### src/rtl/seg_display_sched.sv
// seg_display_sched: round-robin owner of the 3-digit display.
// Captures one source per dwell and converts it to BCD.
module seg_display_sched #(
  parameter int NUM_SRC    = 4,
  parameter int TICK_DIV   = 50000,
  parameter int HOLD_TICKS = 1000,
  localparam int SW = (NUM_SRC > 1) ? $clog2(NUM_SRC) : 1
) (
  input  logic                  CLK,
  input  logic                  RST,
  input  logic [NUM_SRC-1:0]    src_valid,
  input  logic [NUM_SRC*10-1:0] src_number,
  input  logic                  freeze,
  output logic [NUM_SRC-1:0]    src_ack,
  output logic [11:0]           bcd,
  output logic [SW-1:0]         src_sel,
  output logic                  overflow,
  output logic                  disp_valid,
  output logic                  busy
);

  localparam int PW = $clog2(TICK_DIV + 1);
  localparam int HW = $clog2(HOLD_TICKS + 1);

  typedef enum logic [1:0] {
    IDLE,
    SELECT,
    CONVERT,
    SHOW
  } state_t;

  state_t        state;
  state_t        nxt;
  logic [PW-1:0] pre;
  logic [HW-1:0] dwell;
  logic          tick;
  logic          dwell_done;
  logic [SW-1:0] ptr;
  logic [SW-1:0] pick;
  logic [SW-1:0] idx;
  logic          found;
  logic [9:0]    nums [NUM_SRC];
  logic [9:0]    pick_val;
  logic [9:0]    clamp;
  logic [3:0]    cnt;
  logic [21:0]   sh;

  // One double-dabble iteration: adjust nibbles, then shift left.
  function automatic logic [21:0] dd_step(input logic [21:0] s);
    logic [21:0] t;
    t = s;
    for (int n = 0; n < 3; n++) begin
      if (t[10+4*n +: 4] >= 4'd5)
        t[10+4*n +: 4] = t[10+4*n +: 4] + 4'd3;
    end
    return {t[20:0], 1'b0};
  endfunction

  assign tick       = (pre == PW'(TICK_DIV - 1));
  assign dwell_done = tick && !freeze &&
                      (dwell == HW'(HOLD_TICKS - 1));
  assign busy       = (state == SELECT) || (state == CONVERT);

  // Free-running prescaler producing the dwell tick.
  always_ff @(posedge CLK or posedge RST) begin
    if (RST) pre <= '0;
    else if (tick) pre <= '0;
    else pre <= pre + PW'(1);
  end

  // Round-robin scan starting at the priority pointer.
  always_comb begin
    found = 1'b0;
    pick  = '0;
    idx   = '0;
    for (int k = 0; k < NUM_SRC; k++) begin
      idx = SW'((int'(ptr) + k) % NUM_SRC);
      if (!found && src_valid[idx]) begin
        found = 1'b1;
        pick  = idx;
      end
    end
  end

  // Unpack source values and clamp the chosen one.
  always_comb begin
    for (int k = 0; k < NUM_SRC; k++)
      nums[k] = src_number[10*k +: 10];
    pick_val = nums[pick];
    clamp    = (pick_val > 10'd999) ? 10'd999 : pick_val;
  end

  // State register.
  always_ff @(posedge CLK or posedge RST) begin
    if (RST) state <= IDLE;
    else state <= nxt;
  end

  // Next-state decode.
  always_comb begin
    nxt = state;
    unique case (state)
      IDLE:    if (|src_valid) nxt = SELECT;
      SELECT:  nxt = found ? CONVERT : IDLE;
      CONVERT: if (cnt == 4'd10) nxt = SHOW;
      SHOW:    if (dwell_done) nxt = SELECT;
      default: nxt = IDLE;
    endcase
  end

  // Capture, conversion, dwell counting and display registers.
  always_ff @(posedge CLK or posedge RST) begin
    if (RST) begin
      src_ack    <= '0;
      bcd        <= '0;
      src_sel    <= '0;
      overflow   <= 1'b0;
      disp_valid <= 1'b0;
      ptr        <= '0;
      dwell      <= '0;
      cnt        <= '0;
      sh         <= '0;
    end else begin
      src_ack <= '0;
      unique case (state)
        SELECT: begin
          if (found) begin
            src_ack  <= NUM_SRC'(1) << pick;
            src_sel  <= pick;
            ptr      <= (pick == SW'(NUM_SRC - 1)) ?
                        '0 : pick + SW'(1);
            overflow <= (pick_val > 10'd999);
            sh       <= {12'd0, clamp};
            cnt      <= '0;
          end else begin
            disp_valid <= 1'b0;
          end
        end
        CONVERT: begin
          if (cnt == 4'd10) begin
            bcd        <= sh[21:10];
            disp_valid <= 1'b1;
          end else begin
            sh  <= dd_step(sh);
            cnt <= cnt + 4'd1;
          end
        end
        SHOW: begin
          if (tick && !freeze)
            dwell <= dwell_done ? '0 : dwell + HW'(1);
        end
        default: ;
      endcase
    end
  end

endmodule

### config.mk
export PLATFORM = sky130hd
export DESIGN_NAME = seg_display_sched
export DESIGN_NICKNAME = d
export VERILOG_FILES = /design/src/rtl/seg_display_sched.sv
export SDC_FILE = /design/constraint.sdc
export NUM_CORES = 1
export LEC_CHECK = 0
export CAP_MARGIN = 15
export CORE_MARGIN = 10
export CORE_UTILIZATION = 54
export CTS_CLUSTER_DIAMETER = 30
export CTS_CLUSTER_SIZE = 20
export DETAILED_ROUTE_END_ITERATION = 8
export GPL_ROUTABILITY_DRIVEN = 0
export PLACE_DENSITY_LB_ADDON = 0.2
export SLEW_MARGIN = 15
export SYNTH_ARGS = -nofsm -noshare
export SYNTH_HDL_FRONTEND = slang
export SYNTH_SLANG_ARGS = --single-unit
export TNS_END_PERCENT = 5
### constraint.sdc
create_clock -name CLK -period 2.9 [get_ports CLK]
set_input_delay 0.435 -clock CLK [delete_from_list [all_inputs] [get_ports CLK]]
set_output_delay 0.435 -clock CLK [all_outputs]
set_load 0.03 [all_outputs]
== Yosys cells after proc, flatten, opt, wreduce, memory -nomap -nowiden ==
Index checks and enable logic that the tools add are counted.
Operators by class
  reduce and logical (&&, ||, !) cells: 19
  shift-type cells: 1
  mux-type cells: 42
  $lt $le $gt $ge: 9
  equal/unequal tests: 13
  bitwise gates (word level): 1
  $add $sub $neg: 10
Operators by type and width (count)
  $mux 22: 2
  $pmux 22 s2: 1
  $mux 10: 4
  $mux 4: 6
  $bmux 10 s2: 1
  $mux 2: 9
  $add 16x1->16 const B: 1
  $eq 16x16->1 const B: 1
  $mux 16: 1
  $ge 4x3->1 const B: 3
  $lt 2x3->1 const B: 4
  $add 10x1->10 const B: 1
  $eq 10x10->1 const B: 1
  $gt 10x10->1 const B: 1
  $mux 1: 10
  $ne 2x2->1 const B: 5
  $reduce_and 3->1: 3
  $add 4x2->4 const B: 2
  $bmux 1 s2: 4
  $pmux 2 s4: 1
  $pmux 4 s2: 1
  $eq 2x2->1 const B: 3
  $reduce_and 2->1: 3
  $logic_and 1x1->1: 5
  other kinds (17): 22
Storage, ports and cells
  output and inout bits: 21
  register bits: 76
  bits of input ports: 47

== Logic depth before layout (Yosys ltp) ==
  word-level depth: 20
  mapped depth: 9

== Worst setup path after synthesis ==
Ideal clock, no wire load.
  path kind: input-to-reg
  start point: in src_valid[2]
  end point: reg sh[3]
  path slack: 602 ps
  arrival: 2179 ps
  cell stages on the path: 7
  buffers on the path: 1
  library setup time: 119 ps
  cell sequence: inv_1 o22ai_1 a211oi_4 buf_2 mux2_2 a211o_1 o21a_1
Between the ends
  longest elaborated chain between the ends: 20
RTL lines
  start: declaration: line 11  | input logic [NUM_SRC-1:0] src_valid,
  $bmux 1 s2: line 78  | if (!found && src_valid[idx]) begin
  $mux 1 (implied by the code): line 78
  $mux 1: line 78
  $logic_not 1->1: line 78
  $logic_and 1x1->1: line 78
  $mux 1: line 78
  $logic_not 1->1: line 78
  $logic_and 1x1->1: line 78
  (+4 left out)
  net pick[0]: line 39  | logic [SW-1:0] pick;
  $not 2->3 (implied by the code) (*): line 89  | pick_val = nums[pick];
  $bmux 10 s2 (*): line 89
  $mux 10 (implied by the code) (*) (2 in a row): line 89
  $gt 10x10->1: line 90  | clamp = (pick_val > 10'd999) ? 10'd999 : pick_val;
  $mux 10 (*): line 90
  $mux 22 (*): line 127  | if (found) begin
  $pmux 22 s2 (*): line 125  | unique case (state)
  end signal: assignment: line 133  | sh <= {12'd0, clamp};
  end signal: assignment: line 144  | sh <= dd_step(sh);
  end: declaration: line 46  | logic [21:0] sh;
Mark *: on every way through the listed nets, which the timed path passes. The rest lies on a longest branch. The select of a mux whose other input is x is not followed.
A chain may end at the register's enable or synchronous reset.

== Worst setup path in the final report ==
  start point: in src_valid[0]
  end point: reg sh[4]
Between the ends
  longest elaborated chain between the ends: 20
RTL lines (line)
  $bmux 1 s2: 78
  $mux 1 (implied by the code): 78
  $mux 1: 78
  $logic_not 1->1: 78
  $logic_and 1x1->1: 78
  $mux 1: 78
  $logic_not 1->1: 78
  $logic_and 1x1->1: 78
  (+3 left out)
  $mux 2: 78
  $not 2->3 (implied by the code): 89
  $bmux 10 s2: 89
  $mux 10 (implied by the code) (2 in a row): 89
  $gt 10x10->1: 90
  $mux 10: 90
  $mux 22: 127
  $pmux 22 s2: 125
Parallel ways exist; a longest one is shown, timed or not. The select of a mux whose other input is x is not followed.

==> impl_metrics.json <==
{
  "worst_slew_pin_slew_ns": 0.422,
  "drt_iter0_markers": 120,
  "clock_latency_ns": 0.36,
  "io_buffers": 67,
  "combPwrFrac_pct": 41.1,
  "dieWidth_um": 108,
  "cts_max_level": 3,
  "finalPower_mw": 3.93,
  "fin_skew_ns": 0.0128,
  "cts_buffers": 9,
  "dp_hpwl_um": 6880,
  "fin_tns_setup_ns": 0,
  "clkPwrFrac_pct": 25.0,
  "synth_fp_nets": 481,
  "power_density_mw_per_mm2": 752,
  "p_switching_mw": 1.43,
  "antennaDiodeCount": 0,
  "synth_cell_type_count": 52,
  "root_buffer": "clkbuf_8",
  "grt_pass1_wl_um": 15800,
  "critPathCaptureType": "flop",
  "clock_sinks": 76,
  "postCtsHoldBufs": 0,
  "io_pins": 68,
  "min_period_ns": 2.57,
  "final_hold_viol_count": 0,
  "core_area_mm2": 0.00737,
  "cts_resized": 0,
  "fin_util_pct": 70.9,
  "final-max-slew-violation-count": 0,
  "worst_ep_required_time_ns": 3.14,
  "synthCells": 415,
  "status": "complete, no violations",
  "dp_slack_ns": -0.0449,
  "drtPass1Iterations": 6,
  "via_per_inst": 5.46,
  "fin_ws_ns": 0.330,
  "clockBufferDepth": 2,
  "die-area_mm2": 0.0116,
  "cts.clk_slew.worst_paths_ns": 0.09,
  "p_leak_nw": 2.33,
  "ant_nets": 0,
  "vias": 3262,
  "crit_fanout": 13,
  "drt-wirelength-per-cell_um": 15.4,
  "wirelength_um": 9210,
  "antenna_found_initial": 0,
  "sw_frac_of_total_pct": 36.4,
  "synth.avg_cell_area_um2": 10.0,
  "placed_area_mm2": 0.00498,
  "ys.flop_type": "dfrtp_1",
  "r2r_setup_slack_ns": 0.42,
  "arrival_ns": 2.81,
  "worstSetupPathType": "input pin to flop",
  "intPower_mw": 2.50,
  "slew_headroom_pct": 71.8,
  "maxCapViolations": 0,
  "synth_edf_count": 0,
  "finalNetCount": 559,
  "postCtsSetupRepairBufs": 0,
  "async_flop_share_pct": 100,
  "grt_pass1_vias": 3349,
  "die_h_um": 108,
  "power_frac_seq_pct": 33.8,
  "grt_max_degree": 36,
  "reg2regPathDepth": 7,
  "area_growth_pct": 25.9,
  "final-setup-viol-count": 0,
  "rows": 31,
  "fin_area_mm2": 0.00523,
  "startpoint_type": "input pin",
  "yosysWarningCount": 0,
  "start_util_pct": 56.3,
  "drive_gt1_share_pct": 11.0,
  "tritoncts": "built",
  "grt_util_all_layers_pct": 16.5,
  "ys_seq_area_share_pct": 45.8,
  "timing.fmax_ghz": 0.389,
  "synth.ff_latch_count": 76,
  "overflow": 0,
  "vdd_ir_drop_max_mv": 0.464,
  "post-route-period-util_pct": 88.6,
  "min_path_type": "input pin to asynchronous set/reset pin",
  "rsz0062_at_grt": "no",
  "drc": 0,
  "synthesis.area_mm2": 0.00415
}
final timing paths:
check,start,end
worst max-delay path,src_valid[0],sh[4]
worst min-delay path,RST,pre[5]
worst max register to register,ptr[1],sh[4]
worst min register to register,pre[0],pre[0]
max in group asynchronous,RST,pre[12]
min in group CLK,pre[0],pre[0]
power by group through the flow:
stage          combinational, mW  sequential, mW  clock (mW)
2_1_floorplan               1.08            1.40           0
3_5_place_dp                1.60            1.34           0
4_1_cts                     1.62            1.33        1.01
5_1_grt                     1.78            1.35        1.05
3_3_place_gp                1.56            1.34           0
6_report                    1.62            1.33       0.984
cells in the mapped netlist (all sizes together), types with 2 or more instances:
master  count  share of area, %
dfrtp      76                46
nand2      55               5.0
o21ai      37               4.5
nor2       27               2.4
mux2i      22               5.3
ha         19               5.7
nand3      17               2.1
inv        15               1.4
xor2       15               3.2
mux2       13               3.6
a21oi      10               1.3
xnor2      10               2.1
and3        9               1.4
clkbuf      9              0.81
nand2b      8               1.2
o21a        8               1.4
and2        6              0.90
buf         6               1.4
nand4       5              0.75
o211ai      5              0.90
or4         5              0.90
nand3b      4              0.72
nor2b       3              0.45
nor3b       3              0.66
o22ai       3              0.45
a22o        2              0.42
nor4bb      2              0.48
o21bai      2              0.36
o22a        2              0.45
o41ai       2              0.78
or2         2              0.30
or3         2              0.30
sequential cells by signal, indices dropped and copies added (netlist names):
name / cells
bcd: 12
src_sel: 2
src_ack: 4
disp_valid: 1
state: 2
overflow: 1
cnt: 4
sh: 22
pre: 16
dwell: 10
ptr: 2
kinds of logic (layout without fill, tap and decap cells):
logic type,count (synthesis),after routing,share of synthesized area [%]
AO/OA/AOI/OAI,78,78,12.3
XOR/XNOR,25,25,5.28
adder cells (fa/ha/maj),19,19,5.73
buffers and inverters,30,113,3.53
flip-flops,76,76,45.8
multiplexers,35,35,8.92
AND/OR/NAND/NOR,152,152,18.5
metrics by stage:
stage | std cells | hold slack [ns]
6_report | 597 | 0.382
3_3_place_gp | 581 | 0.438
2_1_floorplan | 415 | 0.425
3_5_place_dp | 581 | 0.446
5_1_grt | 597 | 0.425
4_1_cts | 597 | 0.387
cell type report:
cell class                 count  area (µm²)
timing repair buffer          82         796
inverter                      15        56.3
clock buffer                   9         124
fill                         553        2140
tap                           99         124
sequential                    76        1900
clock inverter                 7         121
multi-input combinational    309        2100
cells in the final DEF, fill, tap and decap left out, types with 3 or more instances in the layout:
cell,instances
and3_1,9
mux2i_1,22
and2_1,5
xor2_1,15
nand3b_1,4
dfrtp_1,76
nor2_1,27
buf_4,14
ha_1,19
o211ai_1,5
mux2_2,12
o22ai_1,3
xnor2_1,10
o21ai_1,14
o21ai_0,23
clkbuf_8,9
inv_1,13
nand2b_1,8
a21oi_1,9
bufinv_16,3
nand4_1,5
nand2_1,55
o21a_1,8
nand3_1,17
clkdlybuf4s50_1,67
nor2b_1,3
or4_1,5
layer usage:
| metal | vias up | global-route usage (%) | wire length, µm |
|---|---|---|---|
| met3 | 16 | 4.19 | 518 |
| met2 | 75 | 26.7 | 4370 |
| met4 | 0 | 6.11 | 130 |
| li1 | 1595 | - | - |
| met5 | - | 0 | 0 |
| met1 | 1576 | 20.9 | 4190 |
critical path, cell delays in order:
cell and delay [ns]:
clkdlybuf4s50_1 0.47, a21o_1 0.20, a21oi_1 0.13, o22a_2 0.39, mux2i_1 0.13, mux2_2 0.34
or4_1 0.53, o21a_1 0.18
No activity file was read; power rests on OpenSTA's default activity.
